## src/rtl/bsg_counter_credit_down_max_val_p64.sv

```systemverilog
// Sender-side credit counter: saturating count with sticky under/overflow error
// and a drain handshake that acknowledges once the full credit pool is back.
module bsg_counter_credit_down_max_val_p64 #(
  parameter int max_val_p  = 64,
  parameter int init_val_p = 64,
  parameter int thresh_p   = 4,
  parameter int width_lp   = $clog2(max_val_p + 1)
) (
  input  logic                clk_i,
  input  logic                reset_n_i,
  input  logic                clear_i,
  input  logic                down_i,
  input  logic                up_i,
  input  logic                drain_req_i,
  output logic [width_lp-1:0] count_o,
  output logic                avail_o,
  output logic                full_o,
  output logic                low_o,
  output logic                drain_ack_o,
  output logic                error_o
);

  typedef enum logic [1:0] {
    ST_RUN   = 2'd0,
    ST_DRAIN = 2'd1,
    ST_DONE  = 2'd2
  } state_e;

  localparam logic [width_lp:0]   max_ext_lp    = (width_lp + 1)'(max_val_p);
  localparam logic [width_lp:0]   thresh_ext_lp = (width_lp + 1)'(thresh_p);
  localparam logic [width_lp-1:0] init_lp       = width_lp'(init_val_p);

  logic [width_lp-1:0] count_q, count_d;
  logic                error_q, error_d;
  logic                drain_ack_q, drain_ack_d;
  state_e              state_q, state_d;
  logic [width_lp:0]   count_ext_s, next_ext_s;

  assign count_ext_s = {1'b0, count_q};

  // Credit arithmetic, one bit wider than the count so saturation is detected instead of wrapping.
  always_comb begin
    next_ext_s = count_ext_s;
    error_d    = error_q;
    if (clear_i) begin
      next_ext_s = {1'b0, init_lp};
      error_d    = 1'b0;
    end else if (up_i && !down_i) begin
      if (count_ext_s >= max_ext_lp) begin
        error_d = 1'b1;
      end else begin
        next_ext_s = count_ext_s + {{width_lp{1'b0}}, 1'b1};
      end
    end else if (down_i && !up_i) begin
      if (count_ext_s == {(width_lp + 1){1'b0}}) begin
        error_d = 1'b1;
      end else begin
        next_ext_s = count_ext_s - {{width_lp{1'b0}}, 1'b1};
      end
    end else begin
      next_ext_s = count_ext_s;
    end
    count_d = next_ext_s[width_lp-1:0];
  end

  // Drain handshake; DRAIN/DONE judge fullness on the post-update count so ack lines up with count_o.
  always_comb begin
    state_d = state_q;
    if (clear_i) begin
      state_d = ST_RUN;
    end else begin
      case (state_q)
        ST_RUN: begin
          if (drain_req_i) state_d = ST_DRAIN;
          else             state_d = ST_RUN;
        end
        ST_DRAIN: begin
          if (!drain_req_i)                  state_d = ST_RUN;
          else if (next_ext_s == max_ext_lp) state_d = ST_DONE;
          else                               state_d = ST_DRAIN;
        end
        ST_DONE: begin
          if (!drain_req_i)                 state_d = ST_RUN;
          else if (next_ext_s < max_ext_lp) state_d = ST_DRAIN;
          else                              state_d = ST_DONE;
        end
        default: state_d = ST_RUN;
      endcase
    end
    drain_ack_d = (state_d == ST_DONE);
  end

  // State and output registers.
  always_ff @(posedge clk_i or negedge reset_n_i) begin
    if (!reset_n_i) begin
      count_q     <= init_lp;
      error_q     <= 1'b0;
      drain_ack_q <= 1'b0;
      state_q     <= ST_RUN;
    end else begin
      count_q     <= count_d;
      error_q     <= error_d;
      drain_ack_q <= drain_ack_d;
      state_q     <= state_d;
    end
  end

  assign count_o     = count_q;
  assign error_o     = error_q;
  assign drain_ack_o = drain_ack_q;
  assign avail_o     = (count_q != {width_lp{1'b0}});
  assign full_o      = (count_ext_s == max_ext_lp);
  assign low_o       = (count_ext_s < thresh_ext_lp);

endmodule
```

## config.mk

```make
export PLATFORM = sky130hd
export DESIGN_NAME = bsg_counter_credit_down_max_val_p64
export DESIGN_NICKNAME = d
export VERILOG_FILES = /design/src/rtl/bsg_counter_credit_down_max_val_p64.sv
export SDC_FILE = /design/constraint.sdc
export NUM_CORES = 1
export LEC_CHECK = 0
export ABC_CLOCK_PERIOD_IN_PS = 2500
export BUFFER_PORTS_ARGS = -buffer_cell sky130_fd_sc_hd__buf_2
export CAP_MARGIN = 20
export CORE_MARGIN = 3
export CORE_UTILIZATION = 30
export CTS_CLUSTER_DIAMETER = 40
export DETAILED_ROUTE_END_ITERATION = 16
export HOLD_SLACK_MARGIN = 0.12
export SLEW_MARGIN = 10
export SYNTH_ARGS = -nofsm -noshare
export SYNTH_HDL_FRONTEND = slang
export SYNTH_SLANG_ARGS = --single-unit
export TNS_END_PERCENT = 1
```

## constraint.sdc

```tcl
create_clock -name clk_i -period 2.5 [get_ports clk_i]
set_input_delay 0.125 -clock clk_i [delete_from_list [all_inputs] [get_ports clk_i]]
set_output_delay 0.125 -clock clk_i [all_outputs]
set_load 0.01 [all_outputs]
```

==> impl_metrics.yaml <==
placement:
  dpl.hpwl_um: 1861
  dp.cells: 149
  place.gp.congestion: 0.8833
  place_ws_ns: 0.04250
  portBuffers: 17
cts:
  numCtsBuffers: 3
  cts.sinks: 11
  cts_tree: "built"
  cts_htree_levels: 1
  cts_root_buf: "clkbuf_4"
  cts_buffer_depth: 2
  worst_skew_pair.late_latency_ns: 0.26
  path_clk_slew_ns: 0.07
die:
  io-pin-count: 18
  coreArea_um2: 2613
  start_util: 0.3305
  die-area_um2: 3558
  die_w_um: 59.65
  die_h_um: 59.65
  rows: 18
finish:
  antenna_cells: 0
  final_nets: 139
  stdcell_count: 159
  drive_gt1_frac: 0.4496
  final_common_cell: "buf_2"
  area_growth_pct: 40.00
  mostFrequentLayoutCells: "17 x buf_2, 16 x buf_4, 10 x nor2_1, 10 x dfrtp_1"
critical_path:
  path_class: "reg2reg"
  cp_slowest_stage_delay_ns: 0.58
  critPathMaxFanout: 4
  critPathBufInv: 0
  crit_chain: "or4_4, nor2_2, mux2_1, o221ai_1, nand4_1, o41ai_2"
  end_kind: "flop"
  critPathArrivalTime_ns: 2.55
  cp_top_family: "simple AND/OR/NAND/NOR gates"
  cp-start-kind: "flop"
  cp.required_ns: 2.66
  slowest_stage: "or4_4"
detailed_routing:
  first_pass_iters: 4
  vias_per_cell: 5.585
  wl_um: 2443
  avgRoutedWirePerCell_um: 15.36
  drtIter0Drc: 39
  drcViolationCount: 0
  num_vias: 888
  final_antenna_net_count: 0
power:
  internal_power_uw: 369.5
  p_clk_frac: 0.203
  total_power_uw: 571.0
  p_switching_uw: 201.5
  ir_drop_mv: 0.3836
  pwr-share-seq: 0.355
  p_leak_nw: 0.5615
  switching_share: 0.3529
  power_density_nw_per_um2: 472.4
  p_comb_frac: 0.443
timing:
  hold_viol_final: 0
  tightest_slew_ns: 0.4370
  setup_viol: 0
  fin_crit_ns: 2.387
  skew_ns: 0.003317
  relSlewSlack: 0.7081
  fin_ws_ns: 0.1126
  maxSlewViolCount: 0
  min_period_over_period: 0.9550
  max_freq_ghz: 0.4189
synth:
  synth_edf_count: 0
  synth_area_um2: 863.3
  yosysTopAreaCellShare: 0.2899
  synth.distinct_cells: 45
  syn-num-nets: 105
  async_flop_share: 1.000
  synth_top_area_cell: "dfrtp_1"
  syn_inst: 96
  yosysSeqAreaShare: 0.3203
  yosys_warnings: 0
  synth_top_flop_cell: "dfrtp_1"
  ys_seq_elements: 11
  synth_area_per_cell_um2: 8.993
  yosys-top-cells-area: "dfrtp_1 29%, ha_1 4.3%, nor2_1 4.3%, a221oi_2 3.5%, dfstp_2 3.0%"
job:
  drv_cap: 0
global_routing:
  grt_max_degree: 15
  grt_use_total: 0.1504
  grt_pass1_wl_um: 4153
  overflow: 0
  first_global_vias: 850
  grt_antenna_before_repair: 0
hold_path:
  hold_class: "in2reg"
run_status:
  status: "finished, final reports clean"
-- final cells by class --
type	instances	area, µm²
fillers	268	1404
multi-input cells	72	615.6
flip-flops and latches	11	276.5
repair buffers	35	226.5
well taps	30	37.54
clock buffers	4	26.28
inverters	7	26.28
-- routing by layer --
layer,wire length [µm],up-vias,GRT usage
li1,-,434,-
met1,1176,434,0.2188
met2,1154,18,0.2377
met3,92,2,0.01307
met4,19,0,0.03797
met5,0,-,0
-- cells by family (layout without fill, tap and decap cells) --
kind of cell             Yosys count  after routing  synth area share
AND/OR/NAND/NOR                   40             40            0.2826
AO/OA/AOI/OAI                     25             25            0.2449
buffers and inverters             13             46           0.06086
flip-flops                        11             11            0.3203
adder cells (fa/ha/maj)            3              3           0.04348
multiplexers                       3              3           0.03768
XOR/XNOR                           1              1           0.01015
-- repair_timing --
| action | CTS | global route |
|---|---|---|
| buffers inserted | 0 | 5 |
| setup endpoints to repair | 0 | 3 |
| endpoints found under the hold margin | 11 | 0 |
| gates resized for setup | 0 | 15 |
| hold buffers | 1 | 0 |
-- tightest hold or removal path: cells and delay by family --
kind                   cells  cell delay [ns]
buffers and inverters      2             0.19
AOI/OAI and AO/OA          1             0.07
-- state kept, by name (all words and copies together), names as in the netlist --
name,count
count_o,7
state_q,2
drain_ack_o,1
error_o,1
-- cell usage after synthesis, types with 3 or more instances --
library cell	count
dfrtp_1	10
nor2_1	10
inv_1	6
a21oi_1	4
and3_1	3
buf_2	3
clkbuf_1	3
ha_1	3
nand2_1	3
nand2b_1	3
nor2b_1	3
nor3b_1	3
o41ai_1	3
-- per-stage QoR --
step,TNS (ns),area [µm²],hold slack [ns],utilization
floorplan,0,863.3,-0.1706,-
global placement,0,1050,0.003330,0.4018
detailed placement,0,1050,0.007874,0.4018
CTS,0,1086,0.1487,0.4157
global route,-0.02114,1209,0.1527,0.4626
finish,0,1209,0.1691,0.4626
-- power groups by stage --
stage          combinational (mW)  clock (mW)  sequential [mW]
2_1_floorplan               0.117           0            0.218
3_3_place_gp                0.207           0            0.204
3_5_place_dp                0.211           0            0.205
4_1_cts                     0.213       0.121            0.201
5_1_grt                     0.280       0.135            0.205
6_report                    0.253       0.116            0.202
-- final timing paths --
kind	end	start	cells past startpoint	slack [ns]
worst max-delay path	state_q[1]	count_o[5]	6	0.11
worst min-delay path	state_q[1]	drain_req_i	3	0.17
worst max register to register	state_q[1]	count_o[5]	6	0.11
worst min register to register	error_o	error_o	2	0.51
max in group asynchronous	count_o[6]	reset_n_i	2	1.99
min in group asynchronous	count_o[0]	reset_n_i	2	0.25
Power figures use the tool's default switching activity.
